**config.mk**
```make
export PLATFORM = sky130hd
export DESIGN_NAME = fp_accum_driver
export DESIGN_NICKNAME = d
export VERILOG_FILES = /design/src/rtl/fp_accum_driver.sv
export SDC_FILE = /design/constraint.sdc
export NUM_CORES = 1
export LEC_CHECK = 0
export ABC_AREA = 1
export ABC_CLOCK_PERIOD_IN_PS = 1900
export CORE_UTILIZATION = 46
export CTS_CLUSTER_SIZE = 12
export DETAILED_ROUTE_END_ITERATION = 7
export PLACE_DENSITY = 0.79
export SYNTH_ARGS = -nofsm -noshare
export SYNTH_HDL_FRONTEND = slang
export SYNTH_SLANG_ARGS = --single-unit
```
**constraint.sdc**
```tcl
create_clock -name clk -period 1.9 [get_ports clk]
set_clock_uncertainty 0.1 [all_clocks]
set_input_delay 0.38 -clock clk [delete_from_list [all_inputs] [get_ports clk]]
set_output_delay 0.38 -clock clk [all_outputs]
set_load 0.05 [all_outputs]
```
**src/rtl/fp_accum_driver.sv**
```systemverilog
// Running FP32 group sum sequencer. Takes LEN terms from a producer, chains them
// through an external stb/ack single-precision adder as ((t0+t1)+t2)+..., and
// presents the final group sum downstream. No floating-point math happens here.
module fp_accum_driver #(
  parameter int unsigned LEN   = 4,
  parameter int unsigned CNT_W = $clog2(LEN) + 1
) (
  input  logic        clk,
  input  logic        rst,
  input  logic [31:0] in_data,
  input  logic        in_stb,
  output logic        in_ack,
  output logic [31:0] add_a,
  output logic        add_a_stb,
  input  logic        add_a_ack,
  output logic [31:0] add_b,
  output logic        add_b_stb,
  input  logic        add_b_ack,
  input  logic [31:0] add_z,
  input  logic        add_z_stb,
  output logic        add_z_ack,
  output logic [31:0] out_sum,
  output logic        out_sum_stb,
  input  logic        out_sum_ack
);

  typedef enum logic [2:0] {
    StGetX,
    StSendA,
    StSendB,
    StGetZ,
    StPutSum
  } state_e;

  state_e state_q, state_d;

  logic [CNT_W-1:0] cnt_q, cnt_d;
  logic [31:0]      acc_q, acc_d;
  logic [31:0]      add_a_q, add_a_d;
  logic [31:0]      add_b_q, add_b_d;
  logic [31:0]      out_sum_q, out_sum_d;
  logic             in_ack_q, in_ack_d;
  logic             add_a_stb_q, add_a_stb_d;
  logic             add_b_stb_q, add_b_stb_d;
  logic             add_z_ack_q, add_z_ack_d;
  logic             out_sum_stb_q, out_sum_stb_d;

  logic in_xfer, a_xfer, b_xfer, z_xfer, out_xfer;
  logic first_term, last_term;

  // Handshakes only complete against our own registered stb/ack, so strays are ignored.
  assign in_xfer  = in_stb & in_ack_q;
  assign a_xfer   = add_a_stb_q & add_a_ack;
  assign b_xfer   = add_b_stb_q & add_b_ack;
  assign z_xfer   = add_z_stb & add_z_ack_q;
  assign out_xfer = out_sum_stb_q & out_sum_ack;

  assign first_term = (cnt_q == '0);
  assign last_term  = (cnt_q == CNT_W'(LEN - 1));

  // State register.
  always_ff @(posedge clk) begin
    if (!rst) begin
      state_q <= StGetX;
    end else begin
      state_q <= state_d;
    end
  end

  // Next-state logic.
  always_comb begin
    state_d = state_q;
    unique case (state_q)
      StGetX: begin
        if (in_xfer) begin
          if (first_term) begin
            state_d = (LEN == 1) ? StPutSum : StGetX;
          end else begin
            state_d = StSendA;
          end
        end
      end
      StSendA:  if (a_xfer) state_d = StSendB;
      StSendB:  if (b_xfer) state_d = StGetZ;
      StGetZ:   if (z_xfer) state_d = last_term ? StPutSum : StGetX;
      StPutSum: if (out_xfer) state_d = StGetX;
      default:  state_d = StGetX;
    endcase
  end

  // Datapath and registered-output next values.
  always_comb begin
    cnt_d     = cnt_q;
    acc_d     = acc_q;
    add_a_d   = add_a_q;
    add_b_d   = add_b_q;
    out_sum_d = out_sum_q;
    unique case (state_q)
      StGetX: begin
        if (in_xfer) begin
          if (first_term) begin
            // First term of a group bypasses the adder.
            acc_d = in_data;
            if (LEN == 1) begin
              out_sum_d = in_data;
            end else begin
              cnt_d = CNT_W'(1);
            end
          end else begin
            add_a_d = acc_q;
            add_b_d = in_data;
          end
        end
      end
      StGetZ: begin
        if (z_xfer) begin
          acc_d = add_z;
          if (last_term) begin
            out_sum_d = add_z;
          end else begin
            cnt_d = cnt_q + CNT_W'(1);
          end
        end
      end
      StPutSum: begin
        if (out_xfer) begin
          acc_d = '0;
          cnt_d = '0;
        end
      end
      default: ;
    endcase

    // in_ack rises the cycle after GET_X is entered and drops after each accepted term.
    in_ack_d      = (state_q == StGetX) && !in_xfer;
    // Strobes follow the next state, so they rise on entry and drop right after a transfer.
    add_a_stb_d   = (state_d == StSendA);
    add_b_stb_d   = (state_d == StSendB);
    add_z_ack_d   = (state_d == StGetZ);
    out_sum_stb_d = (state_d == StPutSum);
  end

  // Datapath and output registers; reset discards any partial sum.
  always_ff @(posedge clk) begin
    if (!rst) begin
      cnt_q         <= '0;
      acc_q         <= '0;
      add_a_q       <= '0;
      add_b_q       <= '0;
      out_sum_q     <= '0;
      in_ack_q      <= 1'b0;
      add_a_stb_q   <= 1'b0;
      add_b_stb_q   <= 1'b0;
      add_z_ack_q   <= 1'b0;
      out_sum_stb_q <= 1'b0;
    end else begin
      cnt_q         <= cnt_d;
      acc_q         <= acc_d;
      add_a_q       <= add_a_d;
      add_b_q       <= add_b_d;
      out_sum_q     <= out_sum_d;
      in_ack_q      <= in_ack_d;
      add_a_stb_q   <= add_a_stb_d;
      add_b_stb_q   <= add_b_stb_d;
      add_z_ack_q   <= add_z_ack_d;
      out_sum_stb_q <= out_sum_stb_d;
    end
  end

  assign in_ack      = in_ack_q;
  assign add_a       = add_a_q;
  assign add_a_stb   = add_a_stb_q;
  assign add_b       = add_b_q;
  assign add_b_stb   = add_b_stb_q;
  assign add_z_ack   = add_z_ack_q;
  assign out_sum     = out_sum_q;
  assign out_sum_stb = out_sum_stb_q;

endmodule

```
==> Word-level counts from Yosys, hierarchy flattened <==
Index checks and enable logic that the tools add are counted.
{ "totals": {"ff_bits": 139, "input_bits": 71, "output_inout_bits": 101, "elab_cells": 60} }
{ "op_classes": {"n_addsub": 1, "n_eq_ne": 14, "n_mux": 19, "n_bitwise": 6, "reduce_logical": 9} }
{ "ops": {"columns": ["op", "count"], "rows": [
  ["$mux 32", 4],
  ["$pmux 32 s3", 1],
  ["$mux 3", 11],
  ["$eq 3x2->1 const B", 5],
  ["$pmux 3 s5", 1],
  ["$ne 2x2->1 const B", 5],
  ["$pmux 3 s3", 1],
  ["$eq 3x1->1 const B", 2],
  ["$eq 3x3->1 const B", 2],
  ["$logic_not 3->1", 2],
  ["$reduce_and 3->1", 2],
  ["$reduce_and 6->1", 1],
  ["$and 1x1->1", 5],
  ["$reduce_and 5->1", 1],
  ["$add 3x1->3 const B", 1],
  ["$reduce_bool 3->1", 1],
  ["$logic_and 1x1->1", 1],
  ["$logic_not 1->1", 1],
  ["$mux 1", 1],
  ["$not 1->1", 1]
]} }

==> Logic depth before layout (Yosys ltp) <==
{ "logic_depth": {"word_depth": 5, "mapped_depth": 10, "mapped_depth_nobuf": 9} }

==> Worst setup path after synthesis <==
No wires, ideal clock.
{ "synth_timing": {"path_kind": "flip-flop to flip-flop", "from": "reg in_ack_q, in the netlist in_ack", "to": "reg acc_q[10]", "setup_ns": 0.064, "arrival_ns": 1.521, "t_required_ns": 1.736, "slack_ns": 0.215, "stages_incl_launch_ff": 8, "path_buffers": 1, "period_less_slack_ns": 1.685, "cell_sequence": "dfxtp_1 nand2_1 o21ai_1 nand3_4 buf_2 nand2_1 nand2_1 nor2_1"} }
{ "synth_via": {"elab_chain_cells": 3} }
{ "synth_rtl": {"columns": ["element", "line", "rtl"], "rows": [
  ["start: declaration", "42", "logic in_ack_q, in_ack_d;"],
  ["start signal: assignment", "162", "in_ack_q <= in_ack_d;"],
  ["$and 1x1->1", "52", "assign in_xfer = in_stb & in_ack_q;"],
  ["$ne 2x2->1 (no source line)", null, null],
  ["$reduce_and 5->1 (no source line)", null, null],
  ["end signal: assignment", "147", "acc_q <= '0;"],
  ["end signal: assignment", "158", "acc_q <= acc_d;"],
  ["end: declaration", "38", "logic [31:0] acc_q, acc_d;"]
]} }
No other way between the ends.
A chain may end at the register's enable or synchronous reset.

==> Worst setup path in the final report <==
{ "layout_timing": {"from": "reg cnt_q[0]", "to": "reg add_b_q[14], in the netlist add_b[14]"} }
{ "layout_via": {"elab_chain_cells": 3} }
{ "layout_rtl": {"columns": ["element", "line", "rtl"], "rows": [
  ["start: declaration", "37", "logic [CNT_W-1:0] cnt_q, cnt_d;"],
  ["start signal: assignment", "157", "cnt_q <= cnt_d;"],
  ["$logic_not 3->1", "58", "assign first_term = (cnt_q == '0);"],
  ["$not 1->1 (no source line)", null, null],
  ["$reduce_and 3->1 (no source line)", null, null],
  ["end signal: assignment", "149", "add_b_q <= '0;"],
  ["end signal: assignment", "160", "add_b_q <= add_b_d;"],
  ["end: declaration", "40", "logic [31:0] add_b_q, add_b_d;"]
]} }
No other way between the ends.

==> results_tabular.tex <==
\begin{tabular}{lr}
\hline
Metric & Value \\
\hline
\multicolumn{2}{l}{\textbf{Floorplan}} \\
\quad Core outline area & 11470 um\^{}2 \\
\quad Number of core rows & 39 \\
\quad Starting density of the core & 47.61\% \\
\quad Die Area & 12310 um\^{}2 \\
\quad Die span in y & 110.9 um \\
\quad Die outline width & 110.9 um \\
\quad Total I/O pin count & 172 \\
\multicolumn{2}{l}{\textbf{Detailed routing}} \\
\quad Routed WL per cell & 12.71 um \\
\quad Met3 layer wire length in the routed design & 933 um \\
\quad Highest metal layer with signal wires & met4 \\
\quad Initial detailed-routing violation count & 276 \\
\quad M1 WL & 6095 um \\
\quad Via count & 5040 \\
\quad \# DRC & 0 \\
\quad Final wirelength & 13430 um \\
\quad Via count normalized by instance count & 4.768 \\
\quad Met2 Wirelength & 6289 um \\
\quad Detailed Routing Iterations Pass 1 & 4 \\
\quad Antenna-violating nets left & 0 \\
\multicolumn{2}{l}{\textbf{Clock tree}} \\
\quad CTS Buf Count & 17 \\
\quad Clock latency on the worst-skew pair & 400 ps \\
\quad Clock slew seen by the registers of the worst setup and hold paths & 60 ps \\
\quad CTS tree & built \\
\quad Deepest level of the CTS H-tree & 4 \\
\quad CTS Root Buffer Type & sky130\_fd\_sc\_hd\_\_clkbuf\_16 \\
\quad Sinks on Clock Net & 139 \\
\quad Maximum number of buffers from clock root to sink & 2 \\
\quad Hold-fix buffer count after cts & 0 \\
\multicolumn{2}{l}{\textbf{Timing}} \\
\quad Worst setup slack after layout & 177.7 ps \\
\quad Worst-margin pin slew & 311.0 ps \\
\quad Time the final worst path needs with I/O delays and setup & 1722 ps \\
\quad FMAX & 580.6 MHz \\
\quad Number of max-slew violations in the final report & 0 \\
\quad Number of endpoints with negative hold slack in the final report & 0 \\
\quad Final count of negative-setup-slack endpoints & 0 \\
\quad Post-route clock period utilization & 90.65\% \\
\quad RSZ-0062 raised after global routing & false \\
\quad Relative max-transition margin & 79.05\% \\
\quad Setup Total Neg Slack & 0 ps \\
\multicolumn{2}{l}{\textbf{Logic synthesis}} \\
\quad Cell area after synthesis & 5459 um\^{}2 \\
\quad Number of enable flip-flop cells after synthesis & 0 \\
\quad Count of yosys warnings during synthesis & 0 \\
\quad Part of the Yosys area used for sequential elements & 50.97\% \\
\quad Number of cells produced by synthesis & 743 \\
\quad Top cells by area in the synthesized netlist & sky130\_fd\_sc\_hd\_\_dfxtp\_1, sky130\_fd\_sc\_hd\_\_o21ai\_0, sky130\_fd\_sc\_hd\_\_a21oi\_1 \\
\quad Fraction of registers with async set or reset after synthesis & 0\% \\
\quad Yosys top cell area share & 50.97\% \\
\quad Mean cell area of the mapped netlist & 7.347 um\^{}2 \\
\quad \#FFs+latches synth & 139 \\
\quad Distinct cell type count of the synthesized netlist & 22 \\
\quad Top FF cell, synth & sky130\_fd\_sc\_hd\_\_dfxtp\_1 \\
\quad Number of nets in the synthesized netlist & 817 \\
\quad Cell type contributing the most total cell area after synthesis & sky130\_fd\_sc\_hd\_\_dfxtp\_1 \\
\quad Synth cell count leaders & sky130\_fd\_sc\_hd\_\_dfxtp\_1, sky130\_fd\_sc\_hd\_\_o21ai\_0, sky130\_fd\_sc\_hd\_\_nand2\_1 \\
\quad Most frequent cell after synthesis & sky130\_fd\_sc\_hd\_\_dfxtp\_1 \\
\multicolumn{2}{l}{\textbf{Pwr}} \\
\quad Share of total power in combinational logic & 24.2\% \\
\quad VDD IR-drop max & 0.5245 mV \\
\quad Internal Dissipation & 5.782 mW \\
\quad Relative contribution of the clock network to total power & 35.8\% \\
\quad Power share of the sequential group & 40.0\% \\
\quad Net switching power & 2.681 mW \\
\quad PnR Total Power & 8.462 mW \\
\quad Proportion of total power due to net switching & 31.68\% \\
\quad Leakage power & 3.497 nW \\
\quad PwrDens & 1107 nW/um\^{}2 \\
\multicolumn{2}{l}{\textbf{Setup path}} \\
\quad Slowest CP cell & sky130\_fd\_sc\_hd\_\_dfxtp\_1 \\
\quad Data required, critical path & 2140 ps \\
\quad Delay of the slowest cell on the worst path & 340 ps \\
\quad FF-to-FF setup slack & 180 ps \\
\quad Type of element capturing the critical path & flip-flop \\
\quad Largest fanout on the critical path & 72 \\
\quad Critical Path AT & 1960 ps \\
\quad Crit Path Category & flip-flop to flip-flop \\
\quad Critical-path cell list & inv\_1, ha\_1, nand2\_1, nand3\_2, nor2\_4, buf\_12, o21ai\_0, a21oi\_1 \\
\quad Bufs and invs on worst path & 2 \\
\quad Cell family with the largest share of critical-path delay & simple AND/OR/NAND/NOR gates \\
\quad Type of origin of the critical path & flip-flop \\
\multicolumn{2}{l}{\textbf{GRT}} \\
\quad Number of antenna violations at the first check in global routing & 0 \\
\quad Largest net degree at the start of global routing & 73 \\
\quad Total routing resource utilization after global routing & 22.34\% \\
\quad Number of global-route vias before repair & 4679 \\
\quad Global route overflow & 0 \\
\quad Wire length of the first global-routing pass & 22510 um \\
\multicolumn{2}{l}{\textbf{Outcome}} \\
\quad Run status & complete, no violations \\
\multicolumn{2}{l}{\textbf{Place}} \\
\quad Routability congestion estimate from global placement & 0.7548 \\
\quad Post-placement setup slack & -59.45 ps \\
\quad Port Buffers & 171 \\
\quad DP Wirelength & 8946 um \\
\multicolumn{2}{l}{\textbf{Run}} \\
\quad Count of max-cap constraint violations & 0 \\
\multicolumn{2}{l}{\textbf{Hold path}} \\
\quad Class of the worst hold path & input pin to flip-flop \\
\multicolumn{2}{l}{\textbf{Final layout}} \\
\quad Layout overhead on the synthesized area & 39.97\% \\
\quad Proportion of layout cells with a drive suffix above 1 & 17.07\% \\
\quad \# nets final & 976 \\
\quad Diodes inserted & 0 \\
\hline
\end{tabular}
## power by group through the flow
| stage | logic (mW) | registers (mW) | clock network, mW |
|---|---|---|---|
| after floorplan | 0.812 | 4.01 | 0 |
| after global placement | 2.02 | 3.44 | 0 |
| after detailed placement | 2.05 | 3.44 | 0 |
| after CTS | 2.06 | 3.39 | 3.08 |
| after global routing | 2.25 | 3.42 | 3.25 |
| final | 2.05 | 3.39 | 3.03 |
## metrics by stage
stage | util, % | std cells | area, um^2 | hold WS (ps)
after detailed placement | 61.81 | 1026 | 7088 | 334.7
after global routing | 66.63 | 1057 | 7641 | 223.1
after floorplan | - | 743 | 5459 | 329.7
after CTS | 66.59 | 1057 | 7636 | 205.0
after global placement | 61.81 | 1026 | 7088 | 331.5
final | 66.63 | 1057 | 7641 | 219.8
## logic make-up after synthesis
family | share of synthesized area, %
fa+ha+maj | 0.6877
buf+inv | 11.48
flops | 50.97
simple gates | 16.23
compound gates | 20.63
## sequential cells by signal, summed over array words and instances, names as in the netlist
name / flops
add_b: 32
add_b_stb: 1
add_a_stb: 1
out_sum_stb: 1
in_ack: 1
state_q: 3
out_sum: 32
add_a: 32
cnt_q: 3
add_z_ack: 1
acc_q: 32
## layout by cell type, fill, tap and decap left out, drive strengths merged
cell | Yosys | final
buf | 28 | 119
ha | 3 | 3
nand4 | 2 | 2
nor3 | 3 | 3
clkbuf | 20 | 22
nor2 | 82 | 82
o21ai | 129 | 129
clkinv | 1 | 7
clkdlybuf4s50 | 0 | 69
bufinv | 0 | 1
nand2 | 121 | 121
inv | 105 | 105
nand3 | 13 | 13
clkinvlp | 0 | 2
dfxtp | 139 | 139
a21oi | 96 | 96
or2 | 1 | 1
## cell type report
| cell class | count | area [um^2] |
|---|---|---|
| repair buffers | 188 | 1672 |
| well taps | 143 | 178.9 |
| inverters | 106 | 397.9 |
| clock inverters | 9 | 93.84 |
| multi-input cells | 450 | 2062 |
| fillers | 979 | 3826 |
| flip-flops and latches | 139 | 2783 |
| clock buffers | 22 | 454.2 |
## path summary, 6_finish.rpt
check	startpoint	endpoint	cells past startpoint
hold / removal	rst	acc_q[28]	3
setup reg to reg	cnt_q[0]	add_b[14]	8
hold reg to reg	out_sum[30]	out_sum[30]	2
setup / recovery	cnt_q[0]	add_b[14]	8
## what timing repair did
item / 4_1_cts / 5_1_grt
setup endpoints to repair: 0 / 4
setup buffers: 0 / 0
resized for setup: 0 / 1
## worst register-to-register path, delay by kind of cell (launching register included)
kind / cells / cell delay [ps]
fa+ha+maj: 1 / 200
compound gates: 2 / 310
buf+inv: 2 / 330
flops: 1 / 340
simple gates: 3 / 390
## routing by layer
metal / global-route usage (%) / vias up
li1: - / 2665
met1: 29.52 / 2218
met2: 34.99 / 149
met3: 6.561 / 8
met4: 7.289 / 0
met5: 0 / -
Note: power is estimated with default switching activity, not from simulation.
